===== src/rtl/queue_pkg.sv =====
// ---------------------------------------------------------------------------
// queue_pkg
//   Shared types and default sizes for the byte_queue stage that sits
//   downstream of the serial-to-byte deserializer.
//   Contents:
//     state_t        - enqueue handshake states (IDLE, ACK, WAIT_LOW)
//     DEFAULT_WIDTH  - default byte width in bits
//     DEFAULT_DEPTH  - default number of queue entries (power of two, >= 2)
// ---------------------------------------------------------------------------
package queue_pkg;

  typedef enum logic [1:0] {
    IDLE     = 2'd0,
    ACK      = 2'd1,
    WAIT_LOW = 2'd2
  } state_t;

  localparam int DEFAULT_WIDTH = 8;
  localparam int DEFAULT_DEPTH = 8;

endpackage


===== src/rtl/byte_queue.sv =====
// ---------------------------------------------------------------------------
// byte_queue
//   Circular FIFO that accepts one byte per data_ready/ack handshake from the
//   deserializer and hands the oldest byte to a consumer on a dequeue strobe.
//   A full queue back-pressures upstream simply by not acknowledging.
//
//   Ports:
//     clk_100KHz  in   1      system clock, rising edge
//     reset       in   1      asynchronous, active-high
//     data_in     in   WIDTH  byte from deserializer, valid while enqueue_in=1
//     enqueue_in  in   1      deserializer data_ready level
//     ack_out     out  1      one-cycle pulse: byte captured
//     dequeue_in  in   1      consumer pop request, sampled every cycle
//     data_out    out  WIDTH  popped byte, registered, held until next pop
//     len_out     out  CW     current occupancy, 0..DEPTH
//     full_out    out  1      len_out == DEPTH
//     empty_out   out  1      len_out == 0
// ---------------------------------------------------------------------------
module byte_queue
  import queue_pkg::*;
#(
  parameter int WIDTH = DEFAULT_WIDTH,
  parameter int DEPTH = DEFAULT_DEPTH
) (
  input  logic                           clk_100KHz,
  input  logic                           reset,
  input  logic [WIDTH-1:0]               data_in,
  input  logic                           enqueue_in,
  output logic                           ack_out,
  input  logic                           dequeue_in,
  output logic [WIDTH-1:0]               data_out,
  output logic [$clog2(DEPTH+1)-1:0]     len_out,
  output logic                           full_out,
  output logic                           empty_out
);

  localparam int CW = $clog2(DEPTH + 1);
  localparam int AW = $clog2(DEPTH);

  state_t           r_state;
  state_t           w_nextState;
  logic [WIDTH-1:0] r_mem [DEPTH];
  logic [AW-1:0]    r_wrPtr;
  logic [AW-1:0]    r_rdPtr;
  logic [CW-1:0]    r_len;
  logic             r_full;
  logic             r_empty;
  logic [WIDTH-1:0] r_dataOut;
  logic             w_write;
  logic             w_read;
  logic [CW-1:0]    w_lenNext;

  // A capture only happens from IDLE and is judged against the registered
  // full flag, so a pop in the same cycle cannot make room for it; the byte
  // is taken on the following cycle instead.
  always_comb begin
    w_nextState = r_state;
    w_write     = 1'b0;
    unique case (r_state)
      IDLE: begin
        if (enqueue_in && !r_full) begin
          w_write     = 1'b1;
          w_nextState = ACK;
        end
      end
      ACK: begin
        w_nextState = WAIT_LOW;
      end
      WAIT_LOW: begin
        if (!enqueue_in) begin
          w_nextState = IDLE;
        end
      end
      default: begin
        w_nextState = IDLE;
      end
    endcase
  end

  // Pops are ignored while empty, and the occupancy for the next cycle
  // accounts for a simultaneous capture and pop cancelling out.
  always_comb begin
    w_read    = dequeue_in && !r_empty;
    w_lenNext = r_len + CW'(w_write) - CW'(w_read);
  end

  // Handshake state register; reset abandons any handshake in flight.
  always_ff @(posedge clk_100KHz or posedge reset) begin
    if (reset) begin
      r_state <= IDLE;
    end else begin
      r_state <= w_nextState;
    end
  end

  // Pointers, occupancy and flags move together on one edge, so the flags
  // always describe the same occupancy that len_out shows.
  always_ff @(posedge clk_100KHz or posedge reset) begin
    if (reset) begin
      r_wrPtr   <= '0;
      r_rdPtr   <= '0;
      r_len     <= '0;
      r_full    <= 1'b0;
      r_empty   <= 1'b1;
      r_dataOut <= '0;
    end else begin
      if (w_write) begin
        r_wrPtr <= r_wrPtr + AW'(1);
      end
      if (w_read) begin
        r_rdPtr   <= r_rdPtr + AW'(1);
        r_dataOut <= r_mem[r_rdPtr];
      end
      r_len   <= w_lenNext;
      r_full  <= (w_lenNext == CW'(DEPTH));
      r_empty <= (w_lenNext == '0);
    end
  end

  // Storage is deliberately left out of reset so it can map onto plain RAM;
  // a write and a read never hit the same entry because writes need a
  // non-full queue and reads a non-empty one.
  always_ff @(posedge clk_100KHz) begin
    if (w_write) begin
      r_mem[r_wrPtr] <= data_in;
    end
  end

  assign ack_out   = (r_state == ACK);
  assign data_out  = r_dataOut;
  assign len_out   = r_len;
  assign full_out  = r_full;
  assign empty_out = r_empty;

endmodule


===== config.mk =====
export PLATFORM = sky130hd
export DESIGN_NAME = byte_queue
export DESIGN_NICKNAME = d
export VERILOG_FILES = /design/src/rtl/queue_pkg.sv /design/src/rtl/byte_queue.sv
export SDC_FILE = /design/constraint.sdc
export NUM_CORES = 1
export LEC_CHECK = 0
export ABC_CLOCK_PERIOD_IN_PS = 3000
export CAP_MARGIN = 20
export CORE_MARGIN = 1
export CORE_UTILIZATION = 30
export DETAILED_ROUTE_END_ITERATION = 6
export PLACE_DENSITY = 0.57
export SKIP_LAST_GASP = 1
export SLEW_MARGIN = 20
export SYNTH_ARGS = -nofsm -noshare
export SYNTH_HDL_FRONTEND = slang
export SYNTH_SLANG_ARGS = --single-unit

===== constraint.sdc =====
create_clock -name clk_100KHz -period 3 [get_ports clk_100KHz]
set_clock_uncertainty 0.05 [all_clocks]
set_input_delay 0.45 -clock clk_100KHz [delete_from_list [all_inputs] [get_ports clk_100KHz]]
set_output_delay 0.45 -clock clk_100KHz [all_outputs]
set_load 0.02 [all_outputs]

; ---- Yosys cells after proc, flatten, opt, wreduce, memory -nomap -nowiden
; Memories as Yosys holds them, arrays and structs flattened. A register that Yosys moved wholly into a read port is not among the register bits.
; Cells that the tools add are included.
[totals]
regBits = 14
latchBits = 0
mem_bits_rw = 64
mem_bits_ro = 0
inputBits = 12
memories = 1
[mem_list]
columns = name, words, word_bits, read_ports, rd_clocked_by_memory_dff, wr, line_no
row1 = r_mem, 8, 8, 1, 1, 1, byte_queue.sv:42  ; logic [WIDTH-1:0] r_mem [DEPTH];
[op_classes]
addsub = 4
multipliers = 0
n_div = 0
order_cmp = 0
eq_ne = 5
shifts = 0
mux = 7
n_bitwise = 0
reduce_logical = 7
[op_table]
columns = op, n
row1 = 3-bit by 1-bit adder with 3-bit output (second input constant), 2
row2 = 2-bit one-hot mux with 3 select lines, 1
row3 = 4-bit by 1-bit adder with 4-bit output, 1
row4 = 4-bit == test (second input constant), 1
row5 = 4-bit logical NOT, 1
row6 = 1-bit two-way mux, 4
row7 = 2-bit two-way mux, 2
row8 = 2-bit inequality test (second input constant), 2
row9 = 4-bit by 1-bit subtractor with 4-bit output, 1
row10 = 2-bit by 1-bit == test with 1-bit output (second input constant), 1
row11 = 2-bit == test (second input constant), 1
row12 = 1-bit logical AND, 2
row13 = 1-bit logical NOT, 2
row14 = 2-bit logical NOT, 1
row15 = 2-bit AND reduction, 1

; ---- Logic depth before layout (Yosys ltp)
[depth]
ltp_word = 7
ltp_mapped = 10

; ---- Worst setup path before layout
; Ideal clock, no wire load.
[synth_path]
path_kind = register to register
from = register r_empty (netlist: empty_out)
to = register r_full (netlist: full_out)
t_arrival_ns = 2.366
path_slack_ns = 0.511
stages_incl_launch_ff = 11
n_path_buf = 1
synth_period_minus_slack_ns = 2.489
cell_sequence = dfstp_2 > nand2b_1 > inv_1 > clkbuf_1 > ha_1 > inv_1 > ha_1 > fa_1 > xor2_1 > or3_1 > nor2b_1
[synth_between]
elab_chain_cells = 4
[synth_rtl]
columns = item, line_no
row1 = from (decl), byte_queue.sv:47  ; logic r_empty;
row2 = from (signal assigned), byte_queue.sv:116  ; r_empty <= (w_lenNext == '0);
row3 = 1-bit logical NOT, byte_queue.sv:83  ; w_read = dequeue_in && !r_empty;
row4 = 1-bit logical AND, byte_queue.sv:83
row5 = named net w_read, byte_queue.sv:50  ; logic w_read;
row6 = 4-bit by 1-bit subtractor with 4-bit output, byte_queue.sv:84  ; w_lenNext = r_len + CW'(w_write) - CW'(w_read);
row7 = named net w_lenNext[2], byte_queue.sv:51  ; logic [CW-1:0] w_lenNext;
row8 = 4-bit == test, byte_queue.sv:115  ; r_full <= (w_lenNext == CW'(DEPTH));
row9 = to (signal assigned), byte_queue.sv:115
row10 = to (decl), byte_queue.sv:46  ; logic r_full;
; The timed path passes the listed nets, and every way through them passes these cells.
; A chain may end at the register's enable or synchronous reset.

; ---- Worst setup path after layout
[layout_path]
from = input enqueue_in
to = register r_full (netlist: full_out)
[layout_between]
elab_chain_cells = 6
[layout_rtl]
columns = item, line_no
row1 = from (decl), byte_queue.sv:28  ; input logic enqueue_in,
row2 = 1-bit logical AND, byte_queue.sv:61  ; if (enqueue_in && !r_full) begin
row3 = 1-bit two-way mux, byte_queue.sv:61
row4 = 1-bit two-way mux, byte_queue.sv:59  ; unique case (r_state)
row5 = 4-bit by 1-bit adder with 4-bit output, byte_queue.sv:84
row6 = 4-bit by 1-bit subtractor with 4-bit output, byte_queue.sv:84
row7 = named net w_lenNext[2], byte_queue.sv:51
row8 = 4-bit == test, byte_queue.sv:115
; The timed path passes the listed nets, and every way through them passes these cells.

==> parameters.txt <==
Parameter                              Value

Global route
  Global-route wire length before repair    10,200 um
  Number of antenna violations at the first check in global routing    0
  Total GRT Usage    12.2%
  Pin count of the biggest net entering global routing    35
  Global route total overflow    0
  Via count of the first global-routing pass    1,833

Clock network
  Clock sink total    86
  Maximum level of the CTS H-tree    3
  CTS max path bufs    2
  Cells resized by post-CTS repair    0
  Total clock buffers created by CTS    9
  Hold buffer count at CTS    0
  Clock tree from TritonCTS    built
  Clock tree root driver cell    sky130_fd_sc_hd__clkbuf_16
  Post-CTS setup buffer count    0
  Clock latency on the worst-skew pair    0.34 ns
  Clock transition at the register clock pins on the worst setup and hold paths after CTS    0.06 ns

Synth
  Mapped Nets    240
  Ys async rst share    25.6%
  Cell count after synthesis    221
  Post-synth design cell area    3450 um^2
  Distinct cell type count of the synthesized netlist    27
  Share of synthesized area occupied by flip-flops and latches    71.8%
  Most used flip-flop cell after synthesis    sky130_fd_sc_hd__edfxtp_1
  Number of warning messages in the yosys log    0
  Post-synth EDFFs    64
  Post-synthesis register bit count    86
  Average footprint of a synthesized cell    15.6 um^2

Finish
  N_diodes    0
  Fraction of final layout cells sized beyond drive strength 1    12.0%
  Final standard cell count with taps included and fillers excluded    406
  Area grow syn2layout    23.1%
  Layout Nets    280

Power and ir drop
  Largest vdd supply drop    0.574 mV
  Leakage Power    0.00163 uW
  Power density of the placed cells    988 nW/um^2

STA
  Worst max-slew margin expressed relative to the limit    40.2%
  Min Tclk post-route    2.49 ns
  Final-report hold violation count    0
  Slew of the pin with the lowest slew margin    0.896 ns
  Final Max Tran Viols    0
  Highest attainable clock frequency    401 MHz
  Sum of negative setup slack    0 ns
  Period utilisation layout    83.0%
  Number of setup violations in the final report    0
  Setup repair after global routing missed its margin    no

Worst setup path
  Max stage delay on crit path    0.48 ns
  Worst-path fanout max    2
  Dominant delay contributor by cell family on the critical path    adder cells
  Crit Path Category    in2reg
  Type of origin of the critical path    primary input
  Buf/Inv on CP    3
  Slowest stage cell, crit path    sky130_fd_sc_hd__clkdlybuf4s50_1
  Crit path DAT    2.71 ns
  Cells along the critical path    clkdlybuf4s50_1 > nor4b_4 > inv_1 > ha_1 > inv_1 > ha_1 > fa_1 > xor2_1 > or3_1 > nor2b_1
  Worst setup EP type    register
  Data required time at the worst endpoint    3.22 ns

Routing
  Aggregate routed wire length    6420 um
  WL/cell    15.8 um
  Remaining routing DRC violations    0
  Starting DRC count in detailed routing    108
  Uppermost metal layer occupied by signal nets    met4
  DRT Pass-1 Iters    4
  Met3 wire length    243 um
  Total via count after detailed routing    1,810
  Post-Route M1 WL    3180 um
  Vias/cell    4.46
  Final ANT Viol Nets    0
  Met2 WL post-DR    2890 um

Run status
  Outcome    complete, no violations

Job
  Total of max-cap violations    0

Placed design
  Number of cells in the design after placement    390
  Number of I/O port buffers    26
  Post-DP HPWL    3950 um
  GP Congestion    0.741

Floorplanning
  Floorplan core area    11,000 um^2
  Floorplan die area    11,900 um^2
  Starting density of the core    31.2%
  Die span in y    109 um
  Ports    27
  Standard-cell row count    38
  Horizontal extent of the die    109 um

Worst hold path
  Min-Delay Path Class    reg2reg
==> state kept, by name, indices dropped and copies added (netlist names) <==
register	flops
r_wrPtr	3
empty_out	1
r_state	2
r_rdPtr	3
full_out	1
r_mem	64
data_out	8
len_out	4
==> cell type report <==
cell class                 count  area, um^2
clock buffer                   9         225
clock inverter                 7         103
fill                        1046        6790
inverter                       7        26.3
multi-input combinational    119         890
sequential                    86        2470
tap                          140         175
timing repair buffer          38         350
==> metrics by stage <==
step                      hold slack, ns  setup WS [ns]  utilization, %  total power (uW)  instance area, um^2
final                              0.423          0.509            38.5              4190                 4240
after global routing               0.448          0.401            38.5              4440                 4240
after CTS                          0.433          0.507            38.5              4240                 4240
after detailed placement           0.417          0.150            35.5              3030                 3920
after global placement             0.413          0.194            35.5              3010                 3920
after floorplan                    0.388          0.511               -              2600                 3450
==> logic make-up (layout without fill, tap and decap cells) <==
group           Yosys count  after routing  share of synthesized area [%]
buf+inv                  16             61                           2.40
fa+ha+maj                 7              7                           2.76
mux                      33             33                           9.62
flops                    86             86                           71.8
simple gates             54             54                           7.81
compound gates           18             18                           3.85
xor+xnor                  7              7                           1.78
==> layout by cell type, fill, tap and decap left out, types with 2 or more instances in the layout <==
cell type                         synthesis  final
sky130_fd_sc_hd__clkdlybuf4s50_1          0     26
sky130_fd_sc_hd__bufinv_16                0      2
sky130_fd_sc_hd__a22oi_1                 16     16
sky130_fd_sc_hd__nor3_1                   2      2
sky130_fd_sc_hd__nand3_1                  8      8
sky130_fd_sc_hd__nand2b_1                 4      4
sky130_fd_sc_hd__nand2_1                 23     23
sky130_fd_sc_hd__dfrtp_1                 21     21
sky130_fd_sc_hd__clkbuf_16                0      9
sky130_fd_sc_hd__nor2b_1                  4      4
sky130_fd_sc_hd__buf_4                    2     12
sky130_fd_sc_hd__xnor2_1                  5      5
sky130_fd_sc_hd__inv_1                    7      7
sky130_fd_sc_hd__xor2_1                   2      2
sky130_fd_sc_hd__edfxtp_1                64     64
sky130_fd_sc_hd__nor2_1                   8      8
sky130_fd_sc_hd__inv_6                    0      3
sky130_fd_sc_hd__mux2i_1                 32     32
sky130_fd_sc_hd__ha_1                     6      6
==> power breakdown <==
group	total (uW)	internal [uW]	switching (uW)
registers	1650	1520	127
clock network	1200	739	463
logic	1340	602	737
total	4190	2860	1330
==> worst paths after layout <==
check	start	to	slack, ns	cells past startpoint
worst max-delay path	enqueue_in	full_out	0.51	10
worst max register to register	r_state[0]	full_out	0.62	9
min in group asynchronous	reset	data_out[2]	0.56	2
worst min register to register	data_out[4]	data_out[4]	0.42	2
max in group asynchronous	reset	data_out[5]	1.79	2
worst min-delay path	data_out[4]	data_out[4]	0.42	2
==> tightest hold or removal path: cells and delay by family (launching register included) <==
kind	cells	cell delay [ns]
AND/OR/NAND/NOR	2	0.10
flip-flops	1	0.34
==> metal layers <==
layer	global-route usage [%]	up-vias
met4	5.43	0
met2	18.7	29
met1	16.0	878
met3	3.41	11
li1	-	892
met5	0	-
==> synthesized netlist by cell type (all sizes together), types with 2 or more instances <==
cell,n,area share (%)
nor3,2,0.29
edfxtp,64,56
inv,7,0.76
nand2,23,2.5
xnor2,5,1.3
a22oi,16,3.5
buf,4,1.1
nand3,8,1.2
mux2i,32,9.3
xor2,2,0.51
nor2b,4,0.73
clkbuf,5,0.54
nor2,8,0.87
nand2b,5,0.98
dfrtp,21,15
ha,6,2.2
(Power assumes the default switching activity.)
